===== config.mk =====
export PLATFORM = sky130hd
export DESIGN_NAME = sipo_frame_ctrl
export DESIGN_NICKNAME = d
export VERILOG_FILES = /design/src/rtl/sipo_ctrl_pkg.sv /design/src/rtl/sipo_shift_core.sv /design/src/rtl/sipo_frame_ctrl.sv
export SDC_FILE = /design/constraint.sdc
export NUM_CORES = 1
export LEC_CHECK = 0
export CAP_MARGIN = 15
export CORE_AREA = 2 2 45 47
export DETAILED_ROUTE_END_ITERATION = 16
export DIE_AREA = 0 0 47 49
export HOLD_SLACK_MARGIN = 0.12
export PLACE_DENSITY = 0.78
export SYNTH_ARGS = -nofsm -noshare
export SYNTH_HDL_FRONTEND = slang
export SYNTH_SLANG_ARGS = --single-unit

===== constraint.sdc =====
create_clock -name clk -period 2.85 [get_ports clk]
set_clock_uncertainty 0.1 [all_clocks]
set_input_delay 0.57 -clock clk [delete_from_list [all_inputs] [get_ports clk]]
set_output_delay 0.57 -clock clk [all_outputs]
set_load 0.05 [all_outputs]

===== src/rtl/sipo_ctrl_pkg.sv =====
// Shared definitions for the serial-in/parallel-out frame controller:
// state encoding and the bit-counter width helper.
package sipo_ctrl_pkg;

    localparam logic ST_IDLE  = 1'b0;
    localparam logic ST_SHIFT = 1'b1;

    typedef enum logic {
        S_IDLE  = ST_IDLE,
        S_SHIFT = ST_SHIFT
    } state_t;

    // Counter width able to index WIDTH bits; never narrower than one bit.
    function automatic int cnt_width(input int width);
        if (width <= 2) begin
            return 1;
        end else begin
            return $clog2(width);
        end
    endfunction

endpackage


===== src/rtl/sipo_shift_core.sv =====
// Shift-left serial-in/parallel-out register. Clear has priority over shift.
module sipo_shift_core #(
    parameter int WIDTH = 8
) (
    input  logic             clk,
    input  logic             rst_n,
    input  logic             clr,
    input  logic             en,
    input  logic             din,
    output logic [WIDTH-1:0] q
);

    // Shift register: clear, shift one bit in at the LSB, or hold.
    always_ff @(posedge clk or negedge rst_n) begin
        if (!rst_n) begin
            q <= {WIDTH{1'b0}};
        end else if (clr) begin
            q <= {WIDTH{1'b0}};
        end else if (en) begin
            q <= {q[WIDTH-2:0], din};
        end else begin
            q <= q;
        end
    end

endmodule


===== src/rtl/sipo_frame_ctrl.sv =====
// Frame controller around sipo_shift_core: counts WIDTH qualified bits per
// frame, hands the finished word to a valid/ready consumer and flags frames
// dropped because the consumer was still holding the previous word.
module sipo_frame_ctrl
    import sipo_ctrl_pkg::*;
#(
    parameter int WIDTH = 8
) (
    input  logic             clk,
    input  logic             rst_n,
    input  logic             start,
    input  logic             bit_valid,
    input  logic             serial_in,
    input  logic             word_ready,
    input  logic             clr_overrun,
    output logic [WIDTH-1:0] word_out,
    output logic             word_valid,
    output logic             busy,
    output logic             overrun
);

    localparam int CNT_W = cnt_width(WIDTH);
    localparam logic [CNT_W-1:0] LAST_CNT = CNT_W'(WIDTH - 1);

    state_t            state_r;
    logic [CNT_W-1:0]  bit_cnt_r;
    logic [WIDTH-1:0]  sreg_s;
    logic [WIDTH-1:0]  done_word_s;
    logic              shift_clr_s;
    logic              shift_en_s;
    logic              frame_done_s;
    logic              accept_s;

    sipo_shift_core #(
        .WIDTH (WIDTH)
    ) u_shift_core (
        .clk   (clk),
        .rst_n (rst_n),
        .clr   (shift_clr_s),
        .en    (shift_en_s),
        .din   (serial_in),
        .q     (sreg_s)
    );

    // The completed word includes the bit arriving this cycle.
    assign done_word_s = {sreg_s[WIDTH-2:0], serial_in};

    // Shift-core control and frame-completion decode; start always wins.
    always_comb begin
        shift_clr_s  = 1'b0;
        shift_en_s   = 1'b0;
        frame_done_s = 1'b0;
        if (start) begin
            shift_clr_s = 1'b1;
        end else if ((state_r == S_SHIFT) && bit_valid) begin
            shift_en_s   = 1'b1;
            frame_done_s = (bit_cnt_r == LAST_CNT);
        end else begin
            shift_clr_s = 1'b0;
        end
    end

    // The holding register can take a new word if empty or being drained now.
    always_comb begin
        accept_s = 1'b0;
        if (!word_valid || word_ready) begin
            accept_s = 1'b1;
        end else begin
            accept_s = 1'b0;
        end
    end

    // FSM, bit counter and busy flag.
    always_ff @(posedge clk or negedge rst_n) begin
        if (!rst_n) begin
            state_r   <= S_IDLE;
            bit_cnt_r <= {CNT_W{1'b0}};
            busy      <= 1'b0;
        end else begin
            case (state_r)
                S_IDLE: begin
                    if (start) begin
                        state_r   <= S_SHIFT;
                        bit_cnt_r <= {CNT_W{1'b0}};
                        busy      <= 1'b1;
                    end else begin
                        state_r   <= S_IDLE;
                        bit_cnt_r <= bit_cnt_r;
                        busy      <= 1'b0;
                    end
                end
                S_SHIFT: begin
                    if (start) begin
                        state_r   <= S_SHIFT;
                        bit_cnt_r <= {CNT_W{1'b0}};
                        busy      <= 1'b1;
                    end else if (frame_done_s) begin
                        state_r   <= S_IDLE;
                        bit_cnt_r <= {CNT_W{1'b0}};
                        busy      <= 1'b0;
                    end else if (bit_valid) begin
                        state_r   <= S_SHIFT;
                        bit_cnt_r <= bit_cnt_r + {{(CNT_W-1){1'b0}}, 1'b1};
                        busy      <= 1'b1;
                    end else begin
                        state_r   <= S_SHIFT;
                        bit_cnt_r <= bit_cnt_r;
                        busy      <= 1'b1;
                    end
                end
                default: begin
                    state_r   <= S_IDLE;
                    bit_cnt_r <= {CNT_W{1'b0}};
                    busy      <= 1'b0;
                end
            endcase
        end
    end

    // Output holding register and valid/ready handshake.
    always_ff @(posedge clk or negedge rst_n) begin
        if (!rst_n) begin
            word_out   <= {WIDTH{1'b0}};
            word_valid <= 1'b0;
        end else if (frame_done_s && accept_s) begin
            word_out   <= done_word_s;
            word_valid <= 1'b1;
        end else if (word_valid && word_ready) begin
            word_out   <= word_out;
            word_valid <= 1'b0;
        end else begin
            word_out   <= word_out;
            word_valid <= word_valid;
        end
    end

    // Sticky overrun: a dropped frame sets it and beats a same-cycle clear.
    always_ff @(posedge clk or negedge rst_n) begin
        if (!rst_n) begin
            overrun <= 1'b0;
        end else if (frame_done_s && !accept_s) begin
            overrun <= 1'b1;
        end else if (clr_overrun) begin
            overrun <= 1'b0;
        end else begin
            overrun <= overrun;
        end
    end

endmodule


=== Word level (Yosys, flattened, before mapping) ===
Index checks and enable logic that the tools add are counted.

* Flip-flop bits (word level): 21

* Add/sub/neg operators: 1
* Eq/ne operators: 3
* Multiplexer cells: 20
* Bitwise gates (word level): 1
* Reductions and logical operators: 11

{| class="wikitable"
|+ Operators by type and width
! cell !! count
|-
| $mux W7 || 2
|-
| $mux W1 || 12
|-
| $mux W3 || 4
|-
| $pmux W3 S2 || 1
|-
| $reduce_bool A2 Y1 || 3
|-
| $logic_and A1 B1 Y1 || 4
|-
| $ne A4 B3 Y1 const B || 1
|-
| $add A3 B1 Y3 const B || 1
|-
| $eq A3 B3 Y1 const B || 1
|-
| $logic_not A1 Y1 || 2
|-
| $ne A2 B2 Y1 const B || 1
|-
| $pmux W1 S2 || 1
|-
| $reduce_and A2 Y1 || 1
|-
| $logic_or A1 B1 Y1 || 1
|-
| $not A1 Y1 || 1
|}

=== Logic depth before layout (Yosys ltp) ===
* Word-level depth: 6
* Depth in mapped cells: 6

=== By module ===
From an unflattened synthesis, not the netlist that was laid out.

* Cell total of the unflattened synthesis: 69
* Area, all modules: 952.2 um^2

{| class="wikitable"
|+ By module, submodules not included
! module !! times used !! cells an instance !! area each (um^2) !! sequential area each (um^2)
|-
| sipo_frame_ctrl || 1 || 43 || 626.9 || 350.3
|-
| sipo_shift_core || 1 || 26 || 325.3 || 200.2
|}

=== Least setup slack after synthesis ===
No wires, ideal clock.

* Kind: reg-to-reg
* Start: register state_r
* End: register word_out[0]
* Library setup time: 125 ps
* Arrival: 1454 ps
* Data required time: 2625 ps
* Path slack: 1171 ps
* Cell stages (with the launch flop): 5
* Buffers on the path: 1
* Path through: dfrtp_1 nand4b_2 nor2b_2 buf_6 mux2_4

* Cells in the longest elaborated chain, start to end: 4

{| class="wikitable"
|+ RTL lines
! item !! RTL line !! text
|-
| start: declaration || sipo_frame_ctrl.sv:25 || <nowiki>state_t state_r;</nowiki>
|-
| start signal: assignment || sipo_frame_ctrl.sv:76 || <nowiki>state_r <= S_IDLE;</nowiki>
|-
| start signal: assignment || sipo_frame_ctrl.sv:83 || <nowiki>state_r <= S_SHIFT;</nowiki>
|-
| start signal: assignment || sipo_frame_ctrl.sv:87 || <nowiki>state_r <= S_IDLE;</nowiki>
|-
| $logic_and A1 B1 Y1 || sipo_frame_ctrl.sv:55 || <nowiki>end else if ((state_r == S_SHIFT) && bit_valid) begin</nowiki>
|-
| $mux W1 || sipo_frame_ctrl.sv:55 ||
|-
| $mux W1 || sipo_frame_ctrl.sv:53 || <nowiki>if (start) begin</nowiki>
|-
| $logic_and A1 B1 Y1 || sipo_frame_ctrl.sv:125 || <nowiki>end else if (frame_done_s && accept_s) begin</nowiki>
|-
| end signal: assignment || sipo_frame_ctrl.sv:123 || <nowiki>word_out <= {WIDTH{1'b0}};</nowiki>
|-
| end signal: assignment || sipo_frame_ctrl.sv:126 || <nowiki>word_out <= done_word_s;</nowiki>
|-
| end signal: assignment || sipo_frame_ctrl.sv:129 || <nowiki>word_out <= word_out;</nowiki>
|-
| end: declaration || sipo_frame_ctrl.sv:16 || <nowiki>output logic [WIDTH-1:0] word_out,</nowiki>
|}

Every way passes these cells.
A chain may end at the register's enable or synchronous reset.

==> results.toml <==
[run_status]
status = "finished clean"

[place]
dp_hpwl_mm = 1.06
gp_congestion = 0.696
port_buffers = 17
pre_cts_ws_ps = 742
place_area_um2 = 1100

[routing]
vias = 588
drt-pass1-iter-count = 4
drt_iter0_drc = 6
wl_per_cell_um = 11.5
via_per_inst = 4.82
drc = 0
totalWireLength_mm = 1.40
postRouteAntennaNets = 0

[pwr]
power_frac_comb = 0.066
power_frac_seq = 0.647
pwr-share-clk = 0.287
vdd_drop_max_v = 0.000325
p_sw_frac = 0.213
total_power_uw = 470
p_per_area_nw_per_um2 = 417
switchingPower_uw = 100
p_leak_uw = 0.000518
p_int_uw = 370

[layout]
diodes = 0
final_area_um2 = 1130
fin_nets = 105
syn2layout_area_growth_pct = 25.3
drive_gt1_frac = 0.179
layout_common_cells = "nand2_1, dfrtp_1, clkdlybuf4s50_1"

[clock_network]
clkSinkCount = 21
post_cts_resized = 0
hold_buffers = 0
tritoncts = "built"
htree_levels = 1
insertion_delay_ps = 290
clkTransAtPathRegs_ps = 110
post_cts_buffers = 0
cts_made_buffers = 3
clock_path_buffers = 2
root_buffer = "clkbuf_4"

[grt]
grt_pass1_vias = 555
grt_pass1_wl_mm = 2.33
antenna_found_initial = 0
overflow = 0
grt_max_degree = 22
grt_usage = 0.138

[sta]
hold_viol = 0
setup-tns-final_ps = 0
report.final.slew_viol_count = 0
period_needed_ps = 2220
fmax_mhz = 451
fin_crit_sh = 0.778
slew_headroom = 0.667
setup_ws_ps = 634
grt_setup_unrepaired = "no"
finalSetupViolations = 0
max_slew.worst_pin.slew_ps = 499

[worst_setup_path]
rr_startpoint = "bit_cnt_r[0]"
rr_worst_depth = 6
path_class = "flip-flop to output pin"
required_ps = 2180
timing.rr.end = "word_out[5]"
path_cells = "clkdlybuf4s50_1"
critical_path.top_delay_family = "buffers and inverters"
end_kind = "output pin"
worstSetupStartpointType = "flip-flop"
max_stage_delay_ps = 830
cp_max_fo = 5
r2r_slack_ps = 1100
critPathSlowestCell = "clkdlybuf4s50_1"
cp.arrival_ps = 1550
critPathBufInv = 1

[yosys]
avgSynthCellArea_um2 = 12.0
yosys_warnings = 0
syn-cell-area_um2 = 900
seq_area_frac_synth = 0.584
yosysUniqueCellTypes = 17
synth_nets = 84
post_synth_inst_count = 75
ys_ff_latch = 21

[worst_hold_path]
hold_path_end = "word_out[7]"
holdPathStages = 1
min_path_type = "flip-flop to flip-flop"
hold_start = "u_shift_core.q[6]"

[die]
dieWidth_um = 47
die-area_um2 = 2300
coreArea_um2 = 1840
die_h_um = 49
start_util = 0.488
io_pins = 18
std_cell_rows = 16

[run]
cap_viol_max_count = 0
## kinds of logic after synthesis
logic type / Yosys count / synth area share
simple gates: 27 / 0.152
flops: 21 / 0.584
compound gates: 12 / 0.0709
mux: 8 / 0.134
buf+inv: 5 / 0.0320
fa+ha+maj: 2 / 0.0278
## state kept, by name, indices dropped and copies added (netlist names)
signal	cells
bit_cnt_r	3
overrun	1
state_r	1
u_shift_core.q	7
word_out	8
word_valid	1
## cell usage after synthesis
cell      count  area, µm²
a21o_1        1       7.51
a21oi_1      10       50.1
and2_1        1       6.26
buf_2         2       10.0
buf_6         1       11.3
clkbuf_1      1       3.75
dfrtp_1      21        526
ha_1          2       25.0
inv_1         1       3.75
mux2_4        8        120
nand2_1      21       78.8
nand2b_4      1       13.8
nand3b_1      1       7.51
nand4b_2      1       15.0
nor2b_2       1       8.76
o22ai_1       1       6.26
or3_1         1       6.26
## routing by layer
layer	vias to the layer above	wire [µm]	global-route usage	part of all wire
met1	285	624	0.173	0.44
met5	-	0	0	0
met3	4	51	0.0333	0.036
li1	289	-	-	-
met4	0	21	0.0417	0.015
met2	10	707	0.228	0.50
## area by class of cell
type / count / area (µm²)
Clock buffer: 4 / 26.3
Timing Repair Buffer: 20 / 193
Tap cell: 27 / 33.8
Sequential cell: 21 / 526
Inverter: 1 / 3.75
Fill cell: 173 / 714
Multi-Input combinational cell: 49 / 345
## worst max-delay path by stage
stage,start,to,slack [ps],cells past startpoint
after detailed placement,bit_valid,word_out[4],740,5
after global placement,bit_valid,word_out[4],760,5
final,state_r,busy,630,1
after global routing,state_r,busy,560,1
after CTS,state_r,busy,620,1
after floorplan,state_r,word_out[0],1170,4
## stage by stage
step / hold WS (ps) / utilization / instances
2_1_floorplan: 174 / - / 75
3_3_place_gp: 390 / 0.598 / 118
3_5_place_dp: 397 / 0.598 / 118
4_1_cts: 423 / 0.612 / 122
5_1_grt: 445 / 0.612 / 122
6_report: 418 / 0.612 / 122
## power by group through the flow
stage	Combinational [µW]	Clock [µW]	Sequential [µW]
after floorplan	12.9	0	310
after global placement	31.0	0	310
after detailed placement	31.6	0	310
after CTS	31.6	142	304
after global routing	34.9	156	305
final	30.9	135	304
Power figures use the tool's default switching activity.
